--- src/rtl/cpu_seq_pkg.sv ---
// Shared types and default parameter values for the CPU sequencing controller.
package cpu_seq_pkg;

    typedef enum logic [1:0] {
        FLUSH = 2'd0,
        RUN   = 2'd1,
        HALT  = 2'd2
    } state_t;

    localparam int DEF_PC_W      = 6;
    localparam int DEF_MEM_DIV   = 2;
    localparam int DEF_NUM_EN    = 1;
    localparam int DEF_FLUSH_CYC = 1;
    localparam int DEF_HALT_CYC  = 8;

    localparam logic [31:0] CYC_MAX = 32'hFFFF_FFFF;

    // Bits needed to hold 0..max_val, never less than one.
    function automatic int width_for(input int max_val);
        return (max_val < 2) ? 1 : $clog2(max_val + 1);
    endfunction

endpackage

--- src/rtl/pc_watchdog.sv ---
// PC stall watchdog: counts consecutive cycles in which the program counter
// has not changed and flags the cycle on which that count reaches HALT_CYC.
module pc_watchdog
    import cpu_seq_pkg::*;
#(
    parameter int PC_W     = DEF_PC_W,
    parameter int HALT_CYC = DEF_HALT_CYC
) (
    input  logic            clk,
    input  logic            reset,
    input  logic            enable,
    input  logic            clear,
    input  logic [PC_W-1:0] pc,
    output logic            stall_hit
);

    localparam int               CNT_W    = width_for(HALT_CYC);
    localparam logic [CNT_W-1:0] HIT_PREV = CNT_W'(HALT_CYC - 1);
    localparam logic [CNT_W-1:0] CNT_TOP  = CNT_W'(HALT_CYC);

    logic [PC_W-1:0]  pc_q;
    logic [CNT_W-1:0] stall_cnt;
    logic             same_pc;

    assign same_pc = (pc == pc_q);

    // Raised on the cycle whose edge brings the count to HALT_CYC, so the
    // controller can move to HALT on that same edge.
    assign stall_hit = enable && same_pc && (stall_cnt == HIT_PREV);

    // NOTE: sequential state uses non-blocking assignments so every flop samples pre-edge values.
    always_ff @(posedge clk or negedge reset) begin
        if (!reset) begin
            pc_q      <= '0;
            stall_cnt <= '0;
        end else begin
            pc_q <= pc;
            if (!enable || clear || !same_pc) begin
                stall_cnt <= '0;
            end else if (stall_cnt != CNT_TOP) begin
                stall_cnt <= stall_cnt + CNT_W'(1);
            end
        end
    end

endmodule

--- src/rtl/cpu_seq_ctrl.sv ---
// CPU sequencing controller: FLUSH/RUN/HALT FSM, staggered memory enables and a
// PC stall watchdog. Define CPU_SEQ_CYCLE_COUNT_EN to build the RUN-cycle counter.
module cpu_seq_ctrl
    import cpu_seq_pkg::*;
#(
    parameter int PC_W      = DEF_PC_W,
    parameter int MEM_DIV   = DEF_MEM_DIV,
    parameter int NUM_EN    = DEF_NUM_EN,
    parameter int FLUSH_CYC = DEF_FLUSH_CYC,
    parameter int HALT_CYC  = DEF_HALT_CYC
) (
    input  logic              clk,
    input  logic              reset,
    input  logic [PC_W-1:0]   pc,
    input  logic              restart,
    output logic              cpu_rst,
    output logic [NUM_EN-1:0] memen,
    output logic              running,
    output logic              halted,
    output logic [31:0]       cyc_cnt
);

    if (PC_W < 1) begin : g_bad_pc_w
        $fatal(1, "cpu_seq_ctrl: PC_W must be at least 1");
    end
    if (MEM_DIV < 1 || MEM_DIV > 16) begin : g_bad_mem_div
        $fatal(1, "cpu_seq_ctrl: MEM_DIV must be in 1..16");
    end
    if (NUM_EN < 1 || NUM_EN > MEM_DIV) begin : g_bad_num_en
        $fatal(1, "cpu_seq_ctrl: NUM_EN must be in 1..MEM_DIV");
    end
    if (FLUSH_CYC < 1) begin : g_bad_flush_cyc
        $fatal(1, "cpu_seq_ctrl: FLUSH_CYC must be at least 1");
    end
    if (HALT_CYC < 2) begin : g_bad_halt_cyc
        $fatal(1, "cpu_seq_ctrl: HALT_CYC must be at least 2");
    end

    localparam int PH_W = width_for(MEM_DIV - 1);
    localparam int FL_W = width_for(FLUSH_CYC - 1);

    localparam logic [PH_W-1:0] PH_LAST = PH_W'(MEM_DIV - 1);
    localparam logic [FL_W-1:0] FL_LAST = FL_W'(FLUSH_CYC - 1);

    state_t            state, next_state;
    logic [PH_W-1:0]   phase, next_phase;
    logic [FL_W-1:0]   flush_cnt, next_flush_cnt;
    logic              stall_hit;
    logic              cpu_rst_d, running_d, halted_d;
    logic [NUM_EN-1:0] memen_d;

    pc_watchdog #(
        .PC_W     (PC_W),
        .HALT_CYC (HALT_CYC)
    ) u_watchdog (
        .clk       (clk),
        .reset     (reset),
        .enable    (state == RUN),
        .clear     (restart),
        .pc        (pc),
        .stall_hit (stall_hit)
    );

    // Outputs are loaded from the next-state decode, so they are flops that
    // always agree with the state register.
    always_ff @(posedge clk or negedge reset) begin
        if (!reset) begin
            state     <= FLUSH;
            flush_cnt <= '0;
            phase     <= '0;
            cpu_rst   <= 1'b1;
            memen     <= '0;
            running   <= 1'b0;
            halted    <= 1'b0;
        end else begin
            state     <= next_state;
            flush_cnt <= next_flush_cnt;
            phase     <= next_phase;
            cpu_rst   <= cpu_rst_d;
            memen     <= memen_d;
            running   <= running_d;
            halted    <= halted_d;
        end
    end

    always_comb begin
        // NOTE: every combinational output gets a default first so no path can infer a latch.
        next_state     = state;
        next_phase     = phase;
        next_flush_cnt = flush_cnt;
        unique case (state)
            FLUSH: begin
                next_phase = '0;
                if (restart) begin
                    next_flush_cnt = '0;
                end else if (flush_cnt == FL_LAST) begin
                    next_state     = RUN;
                    next_flush_cnt = '0;
                end else begin
                    next_flush_cnt = flush_cnt + FL_W'(1);
                end
            end
            RUN: begin
                // Restart outranks a halt detected on the same edge.
                if (restart) begin
                    next_state     = FLUSH;
                    next_flush_cnt = '0;
                    next_phase     = '0;
                end else if (stall_hit) begin
                    next_state = HALT;
                    next_phase = '0;
                end else if (phase == PH_LAST) begin
                    next_phase = '0;
                end else begin
                    next_phase = phase + PH_W'(1);
                end
            end
            HALT: begin
                if (restart) begin
                    next_state     = FLUSH;
                    next_flush_cnt = '0;
                end
            end
            default: begin
                next_state     = FLUSH;
                next_flush_cnt = '0;
                next_phase     = '0;
            end
        endcase
    end

    always_comb begin
        cpu_rst_d = (next_state == FLUSH);
        running_d = (next_state == RUN);
        halted_d  = (next_state == HALT);
        memen_d   = '0;
        for (int i = 0; i < NUM_EN; i++) begin
            memen_d[i] = running_d && (next_phase == PH_W'(i));
        end
    end

`ifdef CPU_SEQ_CYCLE_COUNT_EN
    always_ff @(posedge clk or negedge reset) begin
        if (!reset) begin
            cyc_cnt <= '0;
        end else if (next_state == FLUSH) begin
            cyc_cnt <= '0;
        end else if (state == RUN && cyc_cnt != CYC_MAX) begin
            cyc_cnt <= cyc_cnt + 32'd1;
        end
    end
`else
    assign cyc_cnt = '0;
`endif

endmodule

--- config.mk ---
export PLATFORM = sky130hd
export DESIGN_NAME = cpu_seq_ctrl
export DESIGN_NICKNAME = d
export VERILOG_FILES = /design/src/rtl/cpu_seq_pkg.sv /design/src/rtl/pc_watchdog.sv /design/src/rtl/cpu_seq_ctrl.sv
export SDC_FILE = /design/constraint.sdc
export NUM_CORES = 1
export LEC_CHECK = 0
export ABC_AREA = 1
export BUFFER_PORTS_ARGS = -buffer_cell sky130_fd_sc_hd__buf_2
export CORE_ASPECT_RATIO = 0.5
export CORE_UTILIZATION = 40
export CTS_CLUSTER_DIAMETER = 30
export CTS_CLUSTER_SIZE = 24
export DETAILED_ROUTE_END_ITERATION = 7
export GPL_TIMING_DRIVEN = 0
export PLACE_DENSITY_LB_ADDON = 0.3
export SLEW_MARGIN = 20
export SYNTH_ARGS = -nofsm -noshare
export SYNTH_HDL_FRONTEND = slang
export SYNTH_SLANG_ARGS = --single-unit
--- constraint.sdc ---
create_clock -name clk -period 2.6 [get_ports clk]
set_clock_uncertainty 0.15 [all_clocks]
set_input_delay 0 -clock clk [delete_from_list [all_inputs] [get_ports clk]]
set_output_delay 0 -clock clk [all_outputs]
set_load 0.01 [all_outputs]
==> impl_metrics.ini <==
[layout]
layout-drive-gt1-share_pct = 31.0
nets = 190
syn_to_final_growth_pct = 32.6
diodes = 0
fill_cells = 206
fin_area_um2 = 1410
finalNonFillerCells = 209

[logic_synthesis]
yosysSeqAreaShare_pct = 40.3
synth_top_area_share_pct = 37.8
synthTopCellsByArea = dfrtp_1 (38%), buf_4 (23%), ha_1 (7.1%)
synth_most_common_cell = buf_4
async_flop_share_pct = 100
synth_warnings = 0
synth_cell_types = 20
synthFlopType = dfrtp_1
syn_area_um2 = 1060
ys_top_cells_by_count = buf_4 (32), dfrtp_1 (16), nand2_1 (15)
synth_edf_count = 0
synth_cells = 119
syn_area_per_cell_um2 = 8.91
ys_seq_elements = 17
synth_top_cell_by_area = dfrtp_1

[global_routing]
antenna_found_initial = 0
track_usage_pct = 12.0
grt_max_degree = 18
grt_pass1_wl_um = 2510
grt_overflow = 0
grt_pass1_vias = 634

[critical_path]
cp_cell_sequence = inv_1 -> ha_1 -> inv_1 -> o21ai_0 -> a21oi_1 -> nor2_1 -> nand2_1 -> nand3_1 -> nor2_1
arrival_ns = 1.60
critPathBufInv = 2
worstSetupEndpointType = flop
cp_max_fo = 4
crit_path_start_kind = flop
crit_family = flip-flops
critical_path_class = flop to flop
crit_path_max_incr_delay_ns = 0.40
crit_required_ns = 2.59
cpMaxStageDelayCell = dfrtp_1

[floorplan]
core_area_um2 = 2360
ioPinCount = 45
die_w_um = 74.8
die_area_um2 = 2870
start_util_pct = 45.0
num_rows = 12
die_h_um = 38.4

[job]
max-cap-violations = 0

[sta]
rsz0062_at_grt = false
min_period_ns = 1.62
fmaxAchievable_ghz = 0.619
setup_viol = 0
finalMaxSlewViolations = 0
hold_violations = 0
hold_slack_ns = 0.0514
finalSetupTns_ns = 0
finalCritPeriodShare_pct = 62.1
worst_slack_ns = 0.985

[clocking]
clkSlewWorstSetupHoldPaths_ns = 0.06
cts_root_buf = clkbuf_8
cts_made_buffers = 3
clock_latency_ns = 0.25
htree_num_levels = 1
cts_tree = yes
cts_buffer_depth = 2
clock-sinks = 17
postCtsSetupBuffers = 0

[route]
wirelength_um = 1510
ant_nets = 0
via_per_inst = 3.75
routed-via-count = 784
dr.pass1.iters = 4
drc_errors = 0
first_iter_violations = 12
routedWlPerCell_um = 7.24

[place]
dpl_cell_area_um2 = 1280
dp_hpwl_um = 1240
dp_slack_ns = 0.988
io_buffers = 12
dp_cells = 197
gp_congestion = 0.745

[pwr]
power_density_nw_per_um2 = 549
leakagePower_nw = 0.787
vdd.ir_drop.worst_v = 0.000482

[hold_path]
hp-class = input pin to async pin

[status]
status = complete, no violations
metrics by stage:
step / total power, W / utilization, %
2_1_floorplan: 0.000516 / -
3_3_place_gp: 0.000569 / 54.3
3_5_place_dp: 0.000574 / 54.3
4_1_cts: 0.000779 / 59.6
5_1_grt: 0.000830 / 59.6
6_report: 0.000771 / 59.6
sequential cells by signal, summed over array words and instances, names as in the netlist:
name	flops
phase	1
cpu_rst	1
memen	1
u_watchdog.pc_q	6
running	1
u_watchdog.stall_cnt	4
halted	1
state	2
where the power goes:
part / leakage (nW) / switching, W / internal, W
Sequential: 0.214 / 0.0000157 / 0.000314
Clock: 0.0228 / 0.0000842 / 0.000109
Combinational: 0.551 / 0.000142 / 0.000106
Total: 0.787 / 0.000242 / 0.000529
timing repair:
item	in CTS	in global routing
hold buffers	8	0
hold endpoints to repair	24	0
gates resized for setup	0	0
worst paths after layout:
check	startpoint	cells past startpoint	to	slack, ns
max in group asynchronous	reset	2	cpu_rst	1.94
min	reset	2	phase	0.05
min reg2reg	phase	2	phase	0.38
max	state[0]	9	memen	0.98
max reg2reg	state[0]	9	memen	0.98
min in group clk	pc[4]	2	u_watchdog.pc_q[4]	0.26
final cells by class:
type / instances / area, µm² / share of cell area (%)
multi-input combinational: 87 / 457 / 32.5
sequential: 17 / 427 / 30.4
buffer: 32 / 240 / 17.1
timing repair buffer: 20 / 140 / 9.97
inverter: 14 / 52.6 / 3.74
clock buffer: 4 / 45.0 / 3.21
tap: 35 / 43.8 / 3.12
cell families (layout without fill, tap and decap cells):
logic type	Yosys count	in the layout	synth area share, %
compound gates	7	7	3.54
xor+xnor	7	7	5.79
simple gates	35	35	15.3
fa+ha+maj	6	6	7.08
buf+inv	46	70	27.6
other cells	1	32	0.354
flops	17	17	40.3
placed cells by master (no fill, tap or decap):
cell type / n
dfstp_2: 1
a21oi_1: 4
buf_2: 12
nor3b_1: 1
inv_1: 13
xnor2_1: 3
o21ai_0: 2
nor3_2: 1
nand2_2: 2
clkbuf_8: 3
nand2_1: 15
nand3_1: 5
conb_1: 32
nand4_1: 2
ha_1: 6
nor2_1: 7
inv_2: 1
buf_4: 32
clkbuf_1: 1
dfrtp_1: 16
xor2_1: 4
a211oi_1: 1
dlygate4sd3_1: 8
nor2_2: 2
routing by layer:
metal	vias to the layer above	GRT usage [%]	share of wire [%]
met2	40	22.5	42
met4	0	2.83	1.3
met5	-	0	0
met3	2	3.95	11
met1	332	13.3	46
li1	410	-	-
worst register-to-register path: stages, from the launching register on:
cell and delay, ns:
dfrtp_1 0.40, inv_1 0.13, ha_1 0.18, inv_1 0.06, o21ai_0 0.16, a21oi_1 0.09
nor2_1 0.10, nand2_1 0.09, nand3_1 0.11, nor2_1 0.05
(Power assumes the default switching activity.)
